$ cat src/rtl/peripheral_dsa_vector_modular_adder_if.sv
// ----------------------------------------------------------------------------
// peripheral_dsa_vector_modular_adder_if
//   Handshake bundle of the vector modular adder.
//   master : the block feeding operands and consuming results
//   slave  : the vector modular adder itself
//   Signals
//     START, OPERATION, MODULO, SIZE_IN          vector launch and its settings
//     DATA_A_IN/_ENABLE, DATA_B_IN/_ENABLE       element operands with valids
//     DATA_ENABLE                                request for the next element pair
//     DATA_OUT, DATA_OUT_ENABLE                  element result with its strobe
//     READY                                      vector completion strobe
// ----------------------------------------------------------------------------
interface peripheral_dsa_vector_modular_adder_if #(
  parameter int DATA_SIZE = 64,
  parameter int SIZE_I    = 4
);
  localparam int SIZE_W = $clog2(SIZE_I + 1);

  logic                 START;
  logic                 OPERATION;
  logic [DATA_SIZE-1:0] MODULO;
  logic [SIZE_W-1:0]    SIZE_IN;
  logic [DATA_SIZE-1:0] DATA_A_IN;
  logic [DATA_SIZE-1:0] DATA_B_IN;
  logic                 DATA_A_IN_ENABLE;
  logic                 DATA_B_IN_ENABLE;
  logic                 DATA_ENABLE;
  logic [DATA_SIZE-1:0] DATA_OUT;
  logic                 DATA_OUT_ENABLE;
  logic                 READY;

  modport master (
    output START, OPERATION, MODULO, SIZE_IN,
    output DATA_A_IN, DATA_B_IN, DATA_A_IN_ENABLE, DATA_B_IN_ENABLE,
    input  DATA_ENABLE, DATA_OUT, DATA_OUT_ENABLE, READY
  );

  modport slave (
    input  START, OPERATION, MODULO, SIZE_IN,
    input  DATA_A_IN, DATA_B_IN, DATA_A_IN_ENABLE, DATA_B_IN_ENABLE,
    output DATA_ENABLE, DATA_OUT, DATA_OUT_ENABLE, READY
  );
endinterface

$ cat src/rtl/peripheral_dsa_vector_modular_adder.sv
// ----------------------------------------------------------------------------
// peripheral_dsa_vector_modular_adder
//   Element-wise modular add / subtract over a vector of up to SIZE_I pairs.
//   Each pair is requested with DATA_ENABLE, collected in any order, reduced
//   with a single correction step against the latched modulus and emitted on
//   DATA_OUT with DATA_OUT_ENABLE; READY accompanies the last element.
//   Ports
//     CLK    clock, rising edge
//     RST    asynchronous active-high reset
//     bus    peripheral_dsa_vector_modular_adder_if.slave handshake bundle
//     ERROR  (only with PERIPHERAL_DSA_RANGE_ERROR_EN defined) sticky flag for
//            MODULO==0 at START or a captured operand >= modulus
//   Build option: PERIPHERAL_DSA_RANGE_ERROR_EN
// ----------------------------------------------------------------------------
module peripheral_dsa_vector_modular_adder #(
  parameter int DATA_SIZE = 64,
  parameter int SIZE_I    = 4
) (
  input  logic CLK,
  input  logic RST,
`ifdef PERIPHERAL_DSA_RANGE_ERROR_EN
  output logic ERROR,
`endif
  peripheral_dsa_vector_modular_adder_if.slave bus
);

  localparam int SIZE_W = $clog2(SIZE_I + 1);
  localparam logic [SIZE_W-1:0] SIZE_MAX = SIZE_W'(SIZE_I);
  localparam logic [SIZE_W-1:0] ONE      = SIZE_W'(1);

  typedef enum logic [1:0] {STARTER, INPUT_STATE, ENDER_STATE} state_t;

  state_t               state_q, state_d;
  logic                 op_q, op_d;
  logic [DATA_SIZE-1:0] mod_q, mod_d;
  logic [SIZE_W-1:0]    n_q, n_d;
  logic [SIZE_W-1:0]    idx_q, idx_d;
  logic [DATA_SIZE-1:0] a_q, a_d, b_q, b_d;
  logic                 a_vld_q, a_vld_d, b_vld_q, b_vld_d;
  logic [DATA_SIZE-1:0] out_q, out_d;
  logic                 doe_q, doe_d, de_q, de_d, ready_q, ready_d;
  logic [SIZE_W-1:0]    n_clamp;
  logic                 a_take, b_take;
`ifdef PERIPHERAL_DSA_RANGE_ERROR_EN
  logic                 error_q, error_d;
`endif

  // One correction step only: operands already >= M are not fully reduced.
  function automatic logic [DATA_SIZE-1:0] mod_add(
    input logic [DATA_SIZE-1:0] a, input logic [DATA_SIZE-1:0] b,
    input logic [DATA_SIZE-1:0] m);
    logic [DATA_SIZE:0] s;
    s = {1'b0, a} + {1'b0, b};
    if (s >= {1'b0, m}) s = s - {1'b0, m};
    return s[DATA_SIZE-1:0];
  endfunction

  function automatic logic [DATA_SIZE-1:0] mod_sub(
    input logic [DATA_SIZE-1:0] a, input logic [DATA_SIZE-1:0] b,
    input logic [DATA_SIZE-1:0] m);
    logic signed [DATA_SIZE:0] d;
    d = $signed({1'b0, a}) - $signed({1'b0, b});
    if (d[DATA_SIZE]) d = d + $signed({1'b0, m});
    return d[DATA_SIZE-1:0];
  endfunction

  assign n_clamp = (bus.SIZE_IN > SIZE_MAX) ? SIZE_MAX : bus.SIZE_IN;
  assign a_take  = bus.DATA_A_IN_ENABLE && !a_vld_q;
  assign b_take  = bus.DATA_B_IN_ENABLE && !b_vld_q;

  always_comb begin
    state_d = state_q;
    op_d    = op_q;
    mod_d   = mod_q;
    n_d     = n_q;
    idx_d   = idx_q;
    a_d     = a_q;
    b_d     = b_q;
    a_vld_d = a_vld_q;
    b_vld_d = b_vld_q;
    out_d   = out_q;
    doe_d   = 1'b0;
    de_d    = 1'b0;
    ready_d = 1'b0;
`ifdef PERIPHERAL_DSA_RANGE_ERROR_EN
    error_d = error_q;
`endif
    case (state_q)
      STARTER: begin
        if (bus.START) begin
`ifdef PERIPHERAL_DSA_RANGE_ERROR_EN
          error_d = (bus.MODULO == '0);
`endif
          if (bus.SIZE_IN == '0) begin
            ready_d = 1'b1;
          end else begin
            op_d    = bus.OPERATION;
            mod_d   = bus.MODULO;
            n_d     = n_clamp;
            idx_d   = '0;
            a_vld_d = 1'b0;
            b_vld_d = 1'b0;
            de_d    = 1'b1;
            state_d = INPUT_STATE;
          end
        end
      end
      INPUT_STATE: begin
        if (a_take) begin
          a_d     = bus.DATA_A_IN;
          a_vld_d = 1'b1;
`ifdef PERIPHERAL_DSA_RANGE_ERROR_EN
          if (bus.DATA_A_IN >= mod_q) error_d = 1'b1;
`endif
        end
        if (b_take) begin
          b_d     = bus.DATA_B_IN;
          b_vld_d = 1'b1;
`ifdef PERIPHERAL_DSA_RANGE_ERROR_EN
          if (bus.DATA_B_IN >= mod_q) error_d = 1'b1;
`endif
        end
        if ((a_vld_q || bus.DATA_A_IN_ENABLE) && (b_vld_q || bus.DATA_B_IN_ENABLE))
          state_d = ENDER_STATE;
      end
      ENDER_STATE: begin
        out_d   = op_q ? mod_sub(a_q, b_q, mod_q) : mod_add(a_q, b_q, mod_q);
        doe_d   = 1'b1;
        a_vld_d = 1'b0;
        b_vld_d = 1'b0;
        if (idx_q + ONE == n_q) begin
          ready_d = 1'b1;
          state_d = STARTER;
        end else begin
          idx_d   = idx_q + ONE;
          de_d    = 1'b1;
          state_d = INPUT_STATE;
        end
      end
      default: state_d = STARTER;
    endcase
  end

  always_ff @(posedge CLK or posedge RST) begin
    if (RST) begin
      state_q <= STARTER;
      op_q    <= 1'b0;
      mod_q   <= '0;
      n_q     <= '0;
      idx_q   <= '0;
      a_q     <= '0;
      b_q     <= '0;
      a_vld_q <= 1'b0;
      b_vld_q <= 1'b0;
      out_q   <= '0;
      doe_q   <= 1'b0;
      de_q    <= 1'b0;
      ready_q <= 1'b0;
`ifdef PERIPHERAL_DSA_RANGE_ERROR_EN
      error_q <= 1'b0;
`endif
    end else begin
      state_q <= state_d;
      op_q    <= op_d;
      mod_q   <= mod_d;
      n_q     <= n_d;
      idx_q   <= idx_d;
      a_q     <= a_d;
      b_q     <= b_d;
      a_vld_q <= a_vld_d;
      b_vld_q <= b_vld_d;
      out_q   <= out_d;
      doe_q   <= doe_d;
      de_q    <= de_d;
      ready_q <= ready_d;
`ifdef PERIPHERAL_DSA_RANGE_ERROR_EN
      error_q <= error_d;
`endif
    end
  end

  assign bus.DATA_OUT        = out_q;
  assign bus.DATA_OUT_ENABLE = doe_q;
  assign bus.DATA_ENABLE     = de_q;
  assign bus.READY           = ready_q;
`ifdef PERIPHERAL_DSA_RANGE_ERROR_EN
  assign ERROR = error_q;
`endif

endmodule

$ cat src/flat_wrapper.sv
// flat-port wrapper written by rule: the top's interface ports become plain ports
module peripheral_dsa_vector_modular_adder_flat 
#(
  parameter int DATA_SIZE = 64,
  parameter int SIZE_I    = 4
)
  (CLK, RST, bus_START, bus_OPERATION, bus_MODULO, bus_SIZE_IN, bus_DATA_A_IN, bus_DATA_B_IN, bus_DATA_A_IN_ENABLE, bus_DATA_B_IN_ENABLE, bus_DATA_ENABLE, bus_DATA_OUT, bus_DATA_OUT_ENABLE, bus_READY);
  peripheral_dsa_vector_modular_adder_if #(.DATA_SIZE(DATA_SIZE), .SIZE_I(SIZE_I)) bus_i ();
  input  logic CLK;
  input  logic RST;
  input wire logic [$bits(bus_i.START)-1:0] bus_START;
  input wire logic [$bits(bus_i.OPERATION)-1:0] bus_OPERATION;
  input wire logic [$bits(bus_i.MODULO)-1:0] bus_MODULO;
  input wire logic [$bits(bus_i.SIZE_IN)-1:0] bus_SIZE_IN;
  input wire logic [$bits(bus_i.DATA_A_IN)-1:0] bus_DATA_A_IN;
  input wire logic [$bits(bus_i.DATA_B_IN)-1:0] bus_DATA_B_IN;
  input wire logic [$bits(bus_i.DATA_A_IN_ENABLE)-1:0] bus_DATA_A_IN_ENABLE;
  input wire logic [$bits(bus_i.DATA_B_IN_ENABLE)-1:0] bus_DATA_B_IN_ENABLE;
  output wire logic [$bits(bus_i.DATA_ENABLE)-1:0] bus_DATA_ENABLE;
  output wire logic [$bits(bus_i.DATA_OUT)-1:0] bus_DATA_OUT;
  output wire logic [$bits(bus_i.DATA_OUT_ENABLE)-1:0] bus_DATA_OUT_ENABLE;
  output wire logic [$bits(bus_i.READY)-1:0] bus_READY;
  assign bus_i.START = bus_START;
  assign bus_i.OPERATION = bus_OPERATION;
  assign bus_i.MODULO = bus_MODULO;
  assign bus_i.SIZE_IN = bus_SIZE_IN;
  assign bus_i.DATA_A_IN = bus_DATA_A_IN;
  assign bus_i.DATA_B_IN = bus_DATA_B_IN;
  assign bus_i.DATA_A_IN_ENABLE = bus_DATA_A_IN_ENABLE;
  assign bus_i.DATA_B_IN_ENABLE = bus_DATA_B_IN_ENABLE;
  assign bus_DATA_ENABLE = bus_i.DATA_ENABLE;
  assign bus_DATA_OUT = bus_i.DATA_OUT;
  assign bus_DATA_OUT_ENABLE = bus_i.DATA_OUT_ENABLE;
  assign bus_READY = bus_i.READY;
  peripheral_dsa_vector_modular_adder #(.DATA_SIZE(DATA_SIZE), .SIZE_I(SIZE_I)) u_core (.CLK(CLK), .RST(RST), .bus(bus_i));
endmodule
$ cat config.mk
export PLATFORM = sky130hd
export DESIGN_NAME = peripheral_dsa_vector_modular_adder_flat
export DESIGN_NICKNAME = d
export VERILOG_FILES = /design/src/rtl/peripheral_dsa_vector_modular_adder_if.sv /design/src/rtl/peripheral_dsa_vector_modular_adder.sv /design/src/flat_wrapper.sv
export SDC_FILE = /design/constraint.sdc
export NUM_CORES = 1
export LEC_CHECK = 0
export CAP_MARGIN = 10
export CORE_ASPECT_RATIO = 0.75
export CORE_MARGIN = 10
export CORE_UTILIZATION = 50
export DETAILED_ROUTE_END_ITERATION = 10
export GPL_TIMING_DRIVEN = 0
export PLACE_DENSITY = 0.74
export RECOVER_POWER = 50
export SLEW_MARGIN = 10
export SYNTH_ARGS = -nofsm -noshare
export SYNTH_HDL_FRONTEND = slang
export SYNTH_SLANG_ARGS = --single-unit
export TNS_END_PERCENT = 30
$ cat constraint.sdc
create_clock -name CLK -period 9.9 [get_ports CLK]
set_input_delay 1.98 -clock CLK [delete_from_list [all_inputs] [get_ports CLK]]
set_output_delay 1.98 -clock CLK [all_outputs]
set_load 0.01 [all_outputs]
### Word-level counts from Yosys, hierarchy flattened

Index checks and enable logic that the tools add are counted.

* divide/modulo/power cells: 0
* add/sub/neg operators: 5
* eq/ne operators: 9
* shifts and indexed selects: 0
* reduce and logical (&&, ||, !) cells: 18
* $lt $le $gt $ge: 2
* mux-type cells: 28
* multipliers: 0
* bitwise logic cells: 1

Operators by type and width (count)
* $mux 64: 3
* $add 64x64->65: 1
* $ge 65x64->1: 1
* $sub 64x64->65: 1
* $add 64x64->64: 1
* $sub 64x64->64: 1
* $mux 1: 12
* $mux 3: 4
* $reduce_and 4->1: 3
* $mux 2: 3
* $ne 2x1->1 const B: 3
* $ne 2x2->1 const B: 3
* $pmux 1 s3: 2
* $pmux 2 s3: 1
* $pmux 3 s2: 1
* $reduce_and 3->1: 2
* $pmux 1 s2: 2
* $reduce_and 2->1: 2
* $add 3x1->3 const B: 1
* $eq 3x3->1: 1
* $gt 3x3->1 const B: 1
* $logic_and 1x1->1: 3
* $logic_not 3->1: 1
* $reduce_bool 3->1: 1
* other kinds (7): 9

* memory bits (writable): 0
* output and inout port bits: 67
* memories: 0
* flip-flop bits (word level): 270
* logic and storage cells: 76
* latch bits: 0
* bits in read-only memories: 0
* input bits: 201

### Depth between registers and ports, before layout

Gate-level depths: netlist (run 1).

* word-level depth: 4
* mapped depth: 29

### Least setup slack after synthesis (run 1)

No wires, ideal clock.

* path kind: register to register
* from: register u_core.a_q[0]
* to: register u_core.out_q[63], in the netlist u_core.bus.DATA_OUT[63]
* buffers on the path: 1
* data required time: 9.774 ns
* setup slack: 4.009 ns
* data arrival time: 5.765 ns
* clock period less this slack: 5.891 ns
* cell stages (with the launch flop): 26
* cells stage by stage: dfrtp_1 > inv_1 > ha_1 > inv_1 > fa_1 > a211oi_1 > o21ai_0 > o2111ai_1 > nand2_1 > a21o_1 > a21oi_1 > o41ai_1 > xor2_1 > ha_1 > clkbuf_1 > nand4_1 > or3_1 > a2111oi_0 > o31ai_1 > o211ai_1 > a21boi_0 > o21ai_0 > xnor2_1 > nor2_1 > xor3_1 > a221o_1

* word-level cells in the longest chain between the ends: 4
* elaborated cells on any way between the ends: 8
* those cells by class: 4 x add/sub; 1 x order compare; 3 x mux

RTL lines
* from (decl): line peripheral_dsa_vector_modular_adder.sv:38 `logic [DATA_SIZE-1:0] a_q, a_d, b_q, b_d;`
* from (signal assigned): line peripheral_dsa_vector_modular_adder.sv:151 `a_q <= '0;`
* from (signal assigned): line peripheral_dsa_vector_modular_adder.sv:168 `a_q <= a_d;`
* $add 64x64->65 or $sub 64x64->65 (tied branches): line peripheral_dsa_vector_modular_adder.sv:53, peripheral_dsa_vector_modular_adder.sv:62
* $sub 64x64->64, or another cell as far along: line peripheral_dsa_vector_modular_adder.sv:54 `if (s >= {1'b0, m}) s = s - {1'b0, m};`
* $mux 64 (on tied branches): line peripheral_dsa_vector_modular_adder.sv:54, peripheral_dsa_vector_modular_adder.sv:63
* $mux 64 *: line peripheral_dsa_vector_modular_adder.sv:127 `out_d = op_q ? mod_sub(a_q, b_q, mod_q) : mod_add(a_q, b_q, mod_q);`
* to (signal assigned): line peripheral_dsa_vector_modular_adder.sv:172 `out_q <= out_d;`
* to (decl): line peripheral_dsa_vector_modular_adder.sv:40 `logic [DATA_SIZE-1:0] out_q, out_d;`

Mark *: on every way between the ends. The rest lies on a longest branch, timed or not.
A chain may end at the register's enable or synchronous reset.

### Worst setup path in the final report (run 1)

* from: register u_core.b_q[14]
* to: register u_core.out_q[14], in the netlist u_core.bus.DATA_OUT[14]

* word-level cells in the longest chain between the ends: 4
* elaborated cells on any way between the ends: 8
* those cells by class: 4 x add/sub; 1 x order compare; 3 x mux

RTL lines
* from (decl): line peripheral_dsa_vector_modular_adder.sv:38
* from (signal assigned): line peripheral_dsa_vector_modular_adder.sv:152 `b_q <= '0;`
* from (signal assigned): line peripheral_dsa_vector_modular_adder.sv:169 `b_q <= b_d;`
* $add 64x64->65 or $sub 64x64->65 (tied branches): line peripheral_dsa_vector_modular_adder.sv:53, peripheral_dsa_vector_modular_adder.sv:62
* $sub 64x64->64, or another cell as far along: line peripheral_dsa_vector_modular_adder.sv:54
* $mux 64 (on tied branches): line peripheral_dsa_vector_modular_adder.sv:54, peripheral_dsa_vector_modular_adder.sv:63
* $mux 64 *: line peripheral_dsa_vector_modular_adder.sv:127

Marked as above.

==> results.sh, run 1 <==
export IMPL_period_needed_ps=9574
export IMPL_crit_type="reg -> reg"
export IMPL_place_hpwl_microns=86240
export IMPL_place_inst=4220
export IMPL_numCtsBuffers=31
export IMPL_worst_ep_required_time_ps=10430
export IMPL_synth_top_family_by_area="compound AO/OA/AOI/OAI gates"
export IMPL_grt_overflow_total=0
export IMPL_period_share_pct=96.71
export IMPL_yosysWarnings=0
export IMPL_syn_area_sq_um=26390
export IMPL_grt_pass1_wl_microns=158800
export IMPL_die_height_microns=218.9
export IMPL_cpLargestDelayFamily="compound AO/OA/AOI/OAI gates"
export IMPL_ctsHtreeMaxLevel=1
export IMPL_hold_path_class="reg -> reg"
export IMPL_ant_nets=0
export IMPL_n_antenna_cell=0
export IMPL_syn_to_final_growth_pct=17.72
export IMPL_tightest_slew_ps=4251
export IMPL_track_usage_pct=32.87
export IMPL_drv_slew=275
export IMPL_netlist_instances=3243
export IMPL_muxShareOfSynthArea_pct=6.572
export IMPL_syn_num_nets=3704
export IMPL_wl_met1_microns=48570
export IMPL_synth_simple_gate_area_share_pct=14.55
export IMPL_met2_length_microns=41770
export IMPL_rows=72
export IMPL_port_buffers=267
export IMPL_io_pins=268
export IMPL_ys_ff_latch=270
export IMPL_route_detailed_drc=0
export IMPL_critPathLaunchType="flip-flop"
export IMPL_cts_sink_count=270
export IMPL_die_area_sq_um=62450
export IMPL_max_stage_delay_ps=830
export IMPL_violations="capacitance limit, slew limit"
export IMPL_yosysSeqAreaShare_pct=25.61
export IMPL_yosys_area_top_type="dfrtp_1"
export IMPL_vias_per_cell=6.222
export IMPL_ys_async_sr_fraction_pct=100.0
export IMPL_path_buf_inv=5
export IMPL_wl_met3_microns=13930
export IMPL_wl_per_cell_microns=25.05
export IMPL_antenna_found_initial=0
export IMPL_vias=26605
export IMPL_synth_xor_area_share_pct=8.256
export IMPL_nets=4011
export IMPL_dpl_cell_area_sq_um=30070
export IMPL_synth_edf_count=0
export IMPL_netlist_area_leader_share_pct=25.61
export IMPL_crit_path_end_kind="flip-flop"
export IMPL_gp_congestion=1.045
export IMPL_relSlewSlack_pct=-183.4
export IMPL_synth_area_top_cells="dfrtp_1, ha_1, mux2_2"
export IMPL_top_layer="met4"
export IMPL_cts_clk_slew_worst_paths_ps=60
export IMPL_clk_path_buf_depth=3
export IMPL_cts_tree="done"
export IMPL_path_common_cell="a21oi_1"
export IMPL_synth_compound_area_share_pct=26.53
export IMPL_setup_violations=0
export IMPL_grt_setup_unrepaired="false"
export IMPL_worst_path_max_fanout=10
export IMPL_synth_top_flop_cell="dfrtp_1"
export IMPL_coreArea_sq_um=51890
export IMPL_finalSetupTns_ps=0
export IMPL_die_x_microns=285.3
export IMPL_status="finished, violations left"
export IMPL_grt_max_degree=112
export IMPL_slowest_stage="a2111oi_0"
export IMPL_finalInstanceArea_sq_um=31060
export IMPL_wl_microns=107100
export IMPL_hold_violations=0
export IMPL_first_global_vias=25299
export IMPL_dr_pass1_iters=5
export IMPL_clock_fmax_ghz=0.1044
export IMPL_clock_latency_ps=610
export IMPL_final_layout_size_suffix_gt1_share_pct=7.249
export IMPL_synthAdderAreaFrac_pct=12.44
export IMPL_initial_utilization_pct=50.85
export IMPL_crit_arrival_ps=10110
export IMPL_cts_root_buf="clkbuf_16"
export IMPL_fin_skew_ps=19.55
export IMPL_post_cts_buffers=0
export IMPL_n_fill_cell=4844
export IMPL_maxCapViolations=3
export IMPL_syn_avg_cell_area_sq_um=8.136
export IMPL_synth_distinct_cells=86
export IMPL_dr_first_iter_drc_count=3335
export IMPL_utilization_pct=59.86
export IMPL_finalNonFillerCells=4276
final cells by class:
type	instances	area, sq um	share of cell area [%]
multi-input cells	2582	18060	58.15
clock inverters	14	191.4	0.6163
well taps	703	879.6	2.832
repair buffers	274	2719	8.753
flip-flops and latches	270	6756	21.75
inverters	225	848.3	2.731
clock buffers	42	857.1	2.759
plain buffers	166	748.2	2.409
placed cells by master, fill, tap and decap left out, types with 49 or more instances in the layout:
cell type,n
a21o_1,124
dfrtp_1,270
o21ai_0,229
nand3_1,53
ha_1,256
nor2_1,227
clkdlybuf4s50_1,239
xnor2_1,177
o21bai_1,62
nand4_1,49
xor2_1,69
mux2_2,138
a21oi_1,299
inv_1,216
clkbuf_1,129
nand2_1,303
a211oi_1,65
cell usage after synthesis (12+ instances only):
master and n:
a211oi_1 65, a21boi_0 13, a21o_1 124, a21oi_1 299, a221oi_1 16, a31oi_1 43
and2_1 12, and3_1 16, buf_1 13, buf_2 12, clkbuf_1 121, dfrtp_1 270
ha_1 256, inv_1 217, mux2_2 138, mux2i_1 18, nand2_1 303, nand2b_1 32
nand3_1 53, nand4_1 49, nor2_1 227, nor2b_1 25, nor3_1 41, nor4_1 32
o211ai_1 29, o21a_1 26, o21ai_0 229, o21bai_1 62, o31ai_1 44, xnor2_1 177
xor2_1 69
path summary, 6_finish.rpt:
kind	end	cells after the start	from	slack [ps]
max reg2reg	u_core.bus.DATA_OUT[14]$_DFFE_PP0P_	26	u_core.b_q[14]$_DFFE_PP0P_	330
min reg2reg	u_core.bus.DATA_OUT[25]$_DFFE_PP0P_	1	u_core.bus.DATA_OUT[25]$_DFFE_PP0P_	480
min	u_core.bus.DATA_OUT[25]$_DFFE_PP0P_	1	u_core.bus.DATA_OUT[25]$_DFFE_PP0P_	480
max	u_core.bus.DATA_OUT[14]$_DFFE_PP0P_	26	u_core.b_q[14]$_DFFE_PP0P_	330
min in group asynchronous	u_core.a_q[16]$_DFFE_PP0P_	2	RST	2720
max in group asynchronous	u_core.b_q[51]$_DFFE_PP0P_	3	RST	1780
cells by family after synthesis:
family	count (synthesis)
and+or+nand+nor	835
buffers and inverters	391
muxes	156
AOI/OAI and AO/OA	1084
DFF	270
adders and majority gates	260
xor gates and xnor gates	247
routing by layer:
metal / up-vias / track usage (%)
met2: 1438 / 45.34
li1: 12291 / -
met1: 12721 / 47.36
met4: 0 / 7.444
met5: - / 0
met3: 155 / 12.43
timing repair:
action                                  in CTS  in global routing
gates resized for setup                      0                  1
hold buffers                                 0                  0
endpoints found under the setup margin       0                  2
sequential cells by signal (all words and copies together) (netlist names), 2 cells and up:
register / flops
u_core.a_q: 64
u_core.b_q: 64
u_core.bus.DATA_OUT: 64
u_core.idx_q: 3
u_core.mod_q: 64
u_core.n_q: 3
u_core.state_q: 2
metrics by stage:
stage	hold WS, ps	setup slack (ps)
after global routing	492.2	199.5
after detailed placement	470.5	899.7
after floorplan	469.2	481.3
after global placement	461.7	-3396
final	478.8	326.0
after CTS	485.0	793.9
Power of run 1 is not shown: default switching activity piles up to over one toggle a cycle in this logic, so the estimate is an artifact.
==> run 2, diff against run 1 <==
--- a/config.mk
+++ b/config.mk
@@ -11,7 +11,7 @@
 export CORE_UTILIZATION = 50
 export DETAILED_ROUTE_END_ITERATION = 10
 export GPL_TIMING_DRIVEN = 0
-export PLACE_DENSITY = 0.74
+export PLACE_DENSITY = 0.72
 export RECOVER_POWER = 50
 export SLEW_MARGIN = 10
 export SYNTH_ARGS = -nofsm -noshare
==> constraint.sdc (replaced) <==
create_clock -name CLK -period 11.8 [get_ports CLK]
set_input_delay 2.36 -clock CLK [delete_from_list [all_inputs] [get_ports CLK]]
set_output_delay 2.36 -clock CLK [all_outputs]
set_load 0.01 [all_outputs]
==> results.sh, run 2 (same netlist as run 1, synthesis figures left out) <==
export IMPL_status="finished, violations left"
export IMPL_violations="capacitance limit, slew limit"
export IMPL_vias=26693
export IMPL_slowest_stage="a2111oi_1"
export IMPL_vias_per_cell=6.241
export IMPL_hold_depth=1
export IMPL_place_hpwl_microns=87500
export IMPL_cts_root_buf="clkbuf_16"
export IMPL_die_height_microns=218.9
export IMPL_first_global_vias=25014
export IMPL_relSlewSlack_pct=-210.7
export IMPL_fin_skew_ps=26.82
export IMPL_cts_hold_buf=0
export IMPL_setup_violations=0
export IMPL_dr_pass1_iters=6
export IMPL_rows=72
export IMPL_mostFrequentLayoutCells="nand2_1, a21oi_1, dfrtp_1"
export IMPL_clock_fmax_ghz=0.09998
export IMPL_finalSetupTns_ps=0
export IMPL_post_cts_buffers=0
export IMPL_numCtsBuffers=30
export IMPL_drv_slew=162
export IMPL_dr_first_iter_drc_count=3302
export IMPL_finalNonFillerCells=4277
export IMPL_whs_ps=473.4
export IMPL_clock_latency_ps=620
export IMPL_wl_per_cell_microns=25.35
export IMPL_timing_rr_end="u_core.bus.DATA_OUT[37]$_DFFE_PP0P_"
export IMPL_place_inst=4218
export IMPL_grt_overflow_total=0
export IMPL_final_common_cell="nand2_1"
export IMPL_cts_clk_slew_worst_paths_ps=70
export IMPL_reg2reg_from="u_core.b_q[14]$_DFFE_PP0P_"
export IMPL_initial_utilization_pct=50.85
export IMPL_cts_tree="done"
export IMPL_hold_start="u_core.bus.DATA_OUT[25]$_DFFE_PP0P_"
export IMPL_crit_path_end_kind="flip-flop"
export IMPL_syn_to_final_growth_pct=17.51
export IMPL_hold_path_class="reg -> reg"
export IMPL_cpLargestDelayFamily="compound AO/OA/AOI/OAI gates"
export IMPL_max_stage_delay_ps=1170
export IMPL_hold_violations=0
export IMPL_maxCapViolations=3
export IMPL_clk_path_buf_depth=3
export IMPL_period_share_pct=84.76
export IMPL_ctsHtreeMaxLevel=1
export IMPL_port_buffers=267
export IMPL_finalInstanceArea_sq_um=31010
export IMPL_r2r_slack_ps=1800
export IMPL_grt_setup_unrepaired="false"
export IMPL_grt_pass1_wl_microns=159900
export IMPL_nets=4009
export IMPL_holdPathEnd="u_core.bus.DATA_OUT[25]$_DFFE_PP0P_"
export IMPL_track_usage_pct=33.21
export IMPL_final_layout_size_suffix_gt1_share_pct=7.169
export IMPL_r2r_cells=25
export IMPL_worst_path_max_fanout=10
export IMPL_path_common_cell="a21oi_1"
export IMPL_io_pins=268
export IMPL_antenna_found_initial=1
export IMPL_route_detailed_drc=0
export IMPL_crit_type="reg -> reg"
export IMPL_period_needed_ps=10000
export IMPL_cts_sink_count=270
export IMPL_dpl_cell_area_sq_um=30050
export IMPL_ant_nets=0
export IMPL_tightest_slew_ps=4661
export IMPL_gp_congestion=1.021
export IMPL_critPathLaunchType="flip-flop"
export IMPL_path_buf_inv=4
export IMPL_coreArea_sq_um=51890
export IMPL_die_area_sq_um=62450
export IMPL_die_x_microns=285.3
export IMPL_wl_microns=108400
export IMPL_worst_ep_required_time_ps=12240
export IMPL_crit_arrival_ps=10450
export IMPL_cts_resized=0
export IMPL_grt_max_degree=112
==> run 2: per-stage QoR <==
stage	utilization, %	setup WS, ps
floorplan	-	2001
global placement	57.69	-1913
detailed placement	57.91	2506
CTS	59.81	2477
global route	59.74	1658
finish	59.75	1798
==> run 2: layout make-up <==
type | count | area (sq um)
Fill cell | 4760 | 20880
Multi-Input combinational cell | 2582 | 18050
Sequential cell | 270 | 6756
Timing Repair Buffer | 273 | 2735
Clock buffer | 44 | 884.6
Tap cell | 703 | 879.6
Inverter | 225 | 848.3
Buffer | 166 | 749.5
Clock inverter | 11 | 97.59
Antenna cell | 3 | 7.507
==> run 2: worst max path at each step <==
stage                          startpoint  cells past startpoint  slack (ps)                                   to
2_1_floorplan                         RST                      1        2000            u_core.a_q[0]$_DFFE_PP0P_
3_3_place_gp                          RST                      2       -1910           u_core.a_q[60]$_DFFE_PP0P_
3_5_place_dp   u_core.b_q[14]$_DFFE_PP0P_                     25        2510  u_core.bus.DATA_OUT[14]$_DFFE_PP0P_
4_1_cts        u_core.b_q[14]$_DFFE_PP0P_                     25        2480  u_core.bus.DATA_OUT[37]$_DFFE_PP0P_
5_1_grt                               RST                      3        1660         u_core.mod_q[37]$_DFFE_PP0P_
6_report       u_core.b_q[14]$_DFFE_PP0P_                     25        1800  u_core.bus.DATA_OUT[37]$_DFFE_PP0P_
==> run 2: worst reg2reg max path, delay by kind of cell (launching register included) <==
kind                     cells  cell delay [ps]
buffers and inverters        4             1900
XOR/XNOR                     1              370
AND/OR/NAND/NOR              5             2240
flip-flops                   1              360
AO/OA/AOI/OAI               13             4180
adder cells (fa/ha/maj)      2              790
==> run 2: routing by layer <==
layer / wire length (microns) / track usage [%]
met5: 65 / 0.8580
met4: 2661 / 7.304
met3: 14850 / 12.42
met2: 41520 / 45.07
met1: 49340 / 48.54
Power of run 2 is left out for the same reason.
